$ cat config.mk
export PLATFORM = sky130hd
export DESIGN_NAME = examp_req_capture
export DESIGN_NICKNAME = d
export VERILOG_FILES = /design/src/rtl/examp_req_capture.sv
export SDC_FILE = /design/constraint.sdc
export NUM_CORES = 1
export LEC_CHECK = 0
export ABC_AREA = 1
export ABC_CLOCK_PERIOD_IN_PS = 4800
export CAP_MARGIN = 10
export CORE_ASPECT_RATIO = 0.7
export CORE_MARGIN = 3
export CORE_UTILIZATION = 45
export DETAILED_ROUTE_END_ITERATION = 12
export PLACE_DENSITY_LB_ADDON = 0.15
export SLEW_MARGIN = 20
export SYNTH_ARGS = -nofsm -noshare
export SYNTH_HDL_FRONTEND = slang
export SYNTH_SLANG_ARGS = --single-unit
$ cat constraint.sdc
create_clock -name clk -period 4.8 [get_ports clk]
set_clock_uncertainty 0.05 [all_clocks]
set_input_delay 1.44 -clock clk [delete_from_list [all_inputs] [get_ports clk]]
set_output_delay 1.44 -clock clk [all_outputs]
set_load 0.03 [all_outputs]
$ cat src/rtl/examp_req_capture.sv
// examp_req_capture
// Captures single-cycle requests from NCH channels into per-channel holding
// registers, arbitrates pending channels round-robin into a shared show-ahead
// FIFO of {channel, data}, and counts requests that arrive while their
// channel is still waiting to be granted.
//
// Optional feature: define EXAMP_REQ_CAPTURE_TIMESTAMP_EN to add a free-running
// TSW-bit timestamp that is captured with each request and presented on out_ts.
//
// Ports
//   clk       rising-edge clock
//   rst_n     asynchronous reset, active low
//   req_val   per-channel request valid
//   req_dat   per-channel data, channel i in [i*DW +: DW]
//   out_val   FIFO head valid
//   out_rdy   consumer accepts head
//   out_dat   head data
//   out_ch    head source channel
//   level     FIFO occupancy
//   drop_cnt  saturating count of dropped requests
//   overflow  sticky drop flag
//   clr       synchronous clear of drop_cnt and overflow
//   out_ts    head timestamp (timestamp build only)
module examp_req_capture #(
   parameter  int NCH   = 4,
   parameter  int DW    = 8,
   parameter  int DEPTH = 8,
   parameter  int TSW   = 16,
   localparam int CW    = (NCH > 1) ? $clog2(NCH) : 1,
   localparam int LW    = $clog2(DEPTH + 1)
) (
   input  logic              clk,
   input  logic              rst_n,
   input  logic [NCH-1:0]    req_val,
   input  logic [NCH*DW-1:0] req_dat,
   output logic              out_val,
   input  logic              out_rdy,
   output logic [DW-1:0]     out_dat,
   output logic [CW-1:0]     out_ch,
   output logic [LW-1:0]     level,
   output logic [15:0]       drop_cnt,
   output logic              overflow,
   input  logic              clr
`ifdef EXAMP_REQ_CAPTURE_TIMESTAMP_EN
   ,
   output logic [TSW-1:0]    out_ts
`endif
);

   localparam int PW = $clog2(DEPTH);

   logic              armed;
   logic [NCH-1:0]    pend;
   logic [DW-1:0]     hold_dat [NCH];
   logic [CW-1:0]     rr_prio;

   logic [CW-1:0]     mem_ch  [DEPTH];
   logic [DW-1:0]     mem_dat [DEPTH];
   logic [PW-1:0]     wr_ptr;
   logic [PW-1:0]     rd_ptr;

   logic              hi_vld;
   logic              lo_vld;
   logic [CW-1:0]     hi_ch;
   logic [CW-1:0]     lo_ch;
   logic [CW-1:0]     gnt_ch;
   logic              do_wr;
   logic              do_rd;
   logic              can_wr;
   logic [NCH-1:0]    gnt_vec;
   logic [NCH-1:0]    load_vec;
   logic [NCH-1:0]    drop_vec;
   logic [4:0]        drop_sum;
   logic [16:0]       drop_nxt;

   // Round-robin pick: the lowest pending channel at or above rr_prio wins;
   // otherwise the lowest pending channel below it. Scanning downward lets the
   // last hit be the lowest index without a break.
   always_comb begin
      hi_vld = 1'b0;
      lo_vld = 1'b0;
      hi_ch  = '0;
      lo_ch  = '0;
      for (int i = NCH - 1; i >= 0; i--) begin
         if (pend[i]) begin
            if (CW'(i) >= rr_prio) begin
               hi_vld = 1'b1;
               hi_ch  = CW'(i);
            end else begin
               lo_vld = 1'b1;
               lo_ch  = CW'(i);
            end
         end
      end
      do_rd  = out_val & out_rdy;
      // A full FIFO still takes a write when the head leaves in the same cycle.
      can_wr = (level < LW'(DEPTH)) | do_rd;
      do_wr  = (hi_vld | lo_vld) & can_wr;
      gnt_ch = hi_vld ? hi_ch : lo_ch;
   end

   // armed stays low for the first edge after reset so req_val is ignored there.
   always_comb begin
      gnt_vec  = '0;
      load_vec = '0;
      drop_vec = '0;
      drop_sum = '0;
      for (int i = 0; i < NCH; i++) begin
         gnt_vec[i]  = do_wr & (gnt_ch == CW'(i));
         load_vec[i] = armed & req_val[i] & (~pend[i] | gnt_vec[i]);
         drop_vec[i] = armed & req_val[i] & pend[i] & ~gnt_vec[i];
         drop_sum    = drop_sum + 5'(drop_vec[i]);
      end
      drop_nxt = {1'b0, drop_cnt} + {12'd0, drop_sum};
   end

   always_ff @(posedge clk or negedge rst_n) begin
      if (!rst_n) begin
         armed    <= 1'b0;
         pend     <= '0;
         rr_prio  <= '0;
         wr_ptr   <= '0;
         rd_ptr   <= '0;
         level    <= '0;
         drop_cnt <= '0;
         overflow <= 1'b0;
      end else begin
         armed <= 1'b1;
         pend  <= (pend & ~gnt_vec) | load_vec;
         if (do_wr) begin
            rr_prio <= (gnt_ch == CW'(NCH - 1)) ? '0 : gnt_ch + CW'(1);
            wr_ptr  <= wr_ptr + PW'(1);
         end
         if (do_rd) begin
            rd_ptr <= rd_ptr + PW'(1);
         end
         case ({do_wr, do_rd})
            2'b10:   level <= level + LW'(1);
            2'b01:   level <= level - LW'(1);
            default: level <= level;
         endcase
         if (clr) begin
            drop_cnt <= '0;
            overflow <= 1'b0;
         end else if (drop_sum != '0) begin
            drop_cnt <= drop_nxt[16] ? 16'hFFFF : drop_nxt[15:0];
            overflow <= 1'b1;
         end
      end
   end

   // Data storage carries no reset; validity is tracked by pend and level.
   always_ff @(posedge clk) begin
      for (int i = 0; i < NCH; i++) begin
         if (load_vec[i]) begin
            hold_dat[i] <= req_dat[i*DW +: DW];
         end
      end
      if (do_wr) begin
         mem_ch[wr_ptr]  <= gnt_ch;
         mem_dat[wr_ptr] <= hold_dat[gnt_ch];
      end
   end

   // Head is forced to zero while empty, which also covers reset.
   assign out_val = (level != '0);
   assign out_dat = out_val ? mem_dat[rd_ptr] : '0;
   assign out_ch  = out_val ? mem_ch[rd_ptr]  : '0;

`ifdef EXAMP_REQ_CAPTURE_TIMESTAMP_EN
   logic [TSW-1:0] ts_cnt;
   logic [TSW-1:0] hold_ts [NCH];
   logic [TSW-1:0] mem_ts  [DEPTH];

   always_ff @(posedge clk or negedge rst_n) begin
      if (!rst_n) begin
         ts_cnt <= '0;
      end else begin
         ts_cnt <= ts_cnt + TSW'(1);
      end
   end

   always_ff @(posedge clk) begin
      for (int i = 0; i < NCH; i++) begin
         if (load_vec[i]) begin
            hold_ts[i] <= ts_cnt;
         end
      end
      if (do_wr) begin
         mem_ts[wr_ptr] <= hold_ts[gnt_ch];
      end
   end

   assign out_ts = out_val ? mem_ts[rd_ptr] : '0;
`endif

endmodule
==> results.md <==
- Highest metal used: met4
- Total number of clock tree sinks: 146
- Port Buffers: 71
- Fmax: 223.2 MHz
- Area leader, netlist: edfxtp_1
- Met2 Wirelength: 6392 um
- First DRT Iteration DRCs: 347
- Status: finished clean
- CP peak stage delay: 0.47 ns
- Area Overhead vs Synth: 23.82%
- Cell count after synthesis: 709
- Largest net degree at the start of global routing: 35
- Share of cells above drive strength 1: 0.09448
- Slew headroom: 0.3975
- Final Cycle Share: 0.9333
- DIE AREA: 16760 sq um
- # diodes: 0
- Critical path class: input port to flop
- Row Count: 37
- Detailed Place HPWL: about 11000 um
- Setup bufs post-CTS: 0
- Die Width: between 150 and 200 um
- Placeable Area: between 10000 and 15000 sq um
- Commonest non-fill, non-tap cell in the layout: nand2_1
- Hold Crit Class: flop to flop
- Worst-path maximum fanout: 6
- EDFF count, synth: 112
- Mapped Area: 6849 sq um
- Fin crit period: 4.480 ns
- Top cell type's share of synthesized area: 0.4910
- Cell breakdown of the critical path: clkdlybuf4s50_1, nand2_1, nand2_1, nand3_1, nand2_1, inv_1, fa_1, ha_1, ha_1, buf_4, ha_1, nand2_1, nand2_1, nand2_1, nor2_1, nand2_1, nand2_1, nand3_1, nand2_1, nand2_1
- Antenna violations before repair: 0
- DRC: 0
- Ports: 72
- Yosys reg bits: between 100 and 150
- Fin cells: 1010
- Critical Path Source Type: input port
- GRT overflow: 0
- Routability cong.: 0.9089
- WL met3: 966 um
- Worst setup margin: about 0.32 ns
- Setup Total Neg Slack: 0 ns
- Worst EP required: 5.06 ns
- Via Count: 5071
- Slowest cell on crit path: clkdlybuf4s50_1
- Worst-skew pair later-pin latency: 0.42 ns
- Sequential fraction of the synthesis area: 0.6153
- Gr usage total: 0.1898
- H-Tree Level Count: 4
- Crit path capture type: flop
- Max Cap Viol: 0
- Dominant cells by area after synthesis: edfxtp_1 (49%), dfrtp_1 (12%), nand2_1 (8.3%)
- Die height: 109.2 um
- FFs w/ async S/R, synth: 0.2329
- Clk pin slew, worst setup/hold paths: 0.06 ns
- CTS Root Buffer Type: clkbuf_16
- TritonCTS buffer count: 17
- Via density: 5.021
- Inst Count DP: 978
- Routed Antenna Nets: 0
- Ys Warns: 0
- Fin. Hold Viols: 0
- RSZ-0062 raised after global routing: false
- Final Max Slew Viols: 0
- Power per cell area: 732.3 nW/um^2
- Count of cell types in the netlist: 34
- Longest Clk Path Bufs: 2
- Vias in the first global route: between 4k and 5k
- Crit path DAT: 4.74 ns
- CTS tree: done
- Final net count: 859
- Met1 Routed Length: about 7700 um
- Peak VDD IR: 0.3296 mV
- Net Count, Synth: 766
- Initial Util: 0.4623
- DR pass1 iterations: 5
- CP top delay family: simple AND/OR/NAND/NOR gates
- First-pass GRT wire length: between 20000 and 25000 um
- Most frequent cells in the layout: nand2_1 (152), edfxtp_1 (112), nor2_1 (108)
- Final Power: 6210 uW
- Pleak: 0.003573 uW
- Most used flip-flop cell after synthesis: edfxtp_1
- CP most frequent cell: nand2_1
- Final setup violation count: 0
- Pre-CTS setup slack: -0.1903 ns
- Worst Path Buf+Inv: 3
- Final wirelength: 15150 um
- Avg Cell Area, Syn: 9.660 sq um
- WL/cell: 15.00 um
- Least-Margin Pin Slew: roughly 0.90 ns
## worst min-delay path, stage by stage (launching register included)
cell     delay (ns)
dfrtp_1        0.37
nand2_1        0.06
nand2_1        0.05
## final timing paths
kind,endpoint,cells past startpoint,slack (ns),start
worst max-delay path,drop_cnt[15],20,0.32,out_rdy
worst min-delay path,wr_ptr[0],2,0.46,wr_ptr[0]
worst max register to register,drop_cnt[15],24,0.47,rr_prio[1]
worst min register to register,wr_ptr[0],2,0.46,wr_ptr[0]
max in group asynchronous,rd_ptr[0],1,3.08,rst_n
min in group asynchronous,overflow,1,1.05,rst_n
## cells in the mapped netlist (5+ instances only)
| cell | count |
|---|---|
| edfxtp_1 | 112 |
| ha_1 | 14 |
| nor2_1 | 110 |
| inv_1 | 74 |
| xor2_1 | 5 |
| a31oi_1 | 10 |
| clkbuf_1 | 17 |
| o21ai_0 | 56 |
| nor3_1 | 6 |
| dfrtp_1 | 34 |
| nand3_1 | 69 |
| a21oi_1 | 10 |
| nand2_1 | 152 |
## kinds of logic after synthesis
family / Yosys count / share of synthesized area
AOI/OAI and AO/OA: 82 / 0.06358
buffers and inverters: 102 / 0.05882
adders and majority gates: 17 / 0.03434
and+or+nand+nor: 352 / 0.2159
DFF: 146 / 0.6153
other: 1 / 0.0005475
xor gates and xnor gates: 9 / 0.01151
## sequential cells by signal (all words and copies together) (netlist names)
register	count
mem_ch	16
wr_ptr	3
overflow	1
pend	4
level	4
hold_dat	32
armed	1
rr_prio	2
drop_cnt	16
rd_ptr	3
mem_dat	64
## per-layer routing
| layer | up-vias | global-route usage |
|---|---|---|
| li1 | 2549 | - |
| met1 | 2357 | 0.2852 |
| met2 | 151 | 0.2786 |
| met3 | 14 | 0.03689 |
| met4 | 0 | 0.06301 |
| met5 | - | 0 |
## where the power goes
group	leakage (uW)	total (uW)	switching (uW)	internal (uW)
clock network	0.000273	1280	552	728
registers	0.00146	2280	198	2080
logic	0.00184	2650	1790	867
total	0.00357	6210	2540	3670
## area by class of cell
class                      count  area, sq um
clock buffer                  17        425.4
clock inverter                15        148.9
fill                        1257         6334
inverter                      76        286.5
multi-input combinational    461         2237
sequential                   146         4215
tap                          195        244.0
timing repair buffer         100        923.4
## stage by stage
| stage | instance area [sq um] | util | hold slack (ns) |
|---|---|---|---|
| after detailed placement | 7899 | 0.5332 | 0.4472 |
| after global routing | 8481 | 0.5725 | 0.5091 |
| after CTS | 8473 | 0.5720 | 0.4630 |
| after global placement | 7899 | 0.5332 | 0.4379 |
| final | 8481 | 0.5725 | 0.4591 |
| after floorplan | 6849 | - | 0.4199 |
## timing repair
item | CTS | global route
gates resized for setup | 0 | 2
hold buffers | 0 | 0
endpoints found under the setup margin | 0 | 5
No activity file was read; power rests on OpenSTA's default activity.
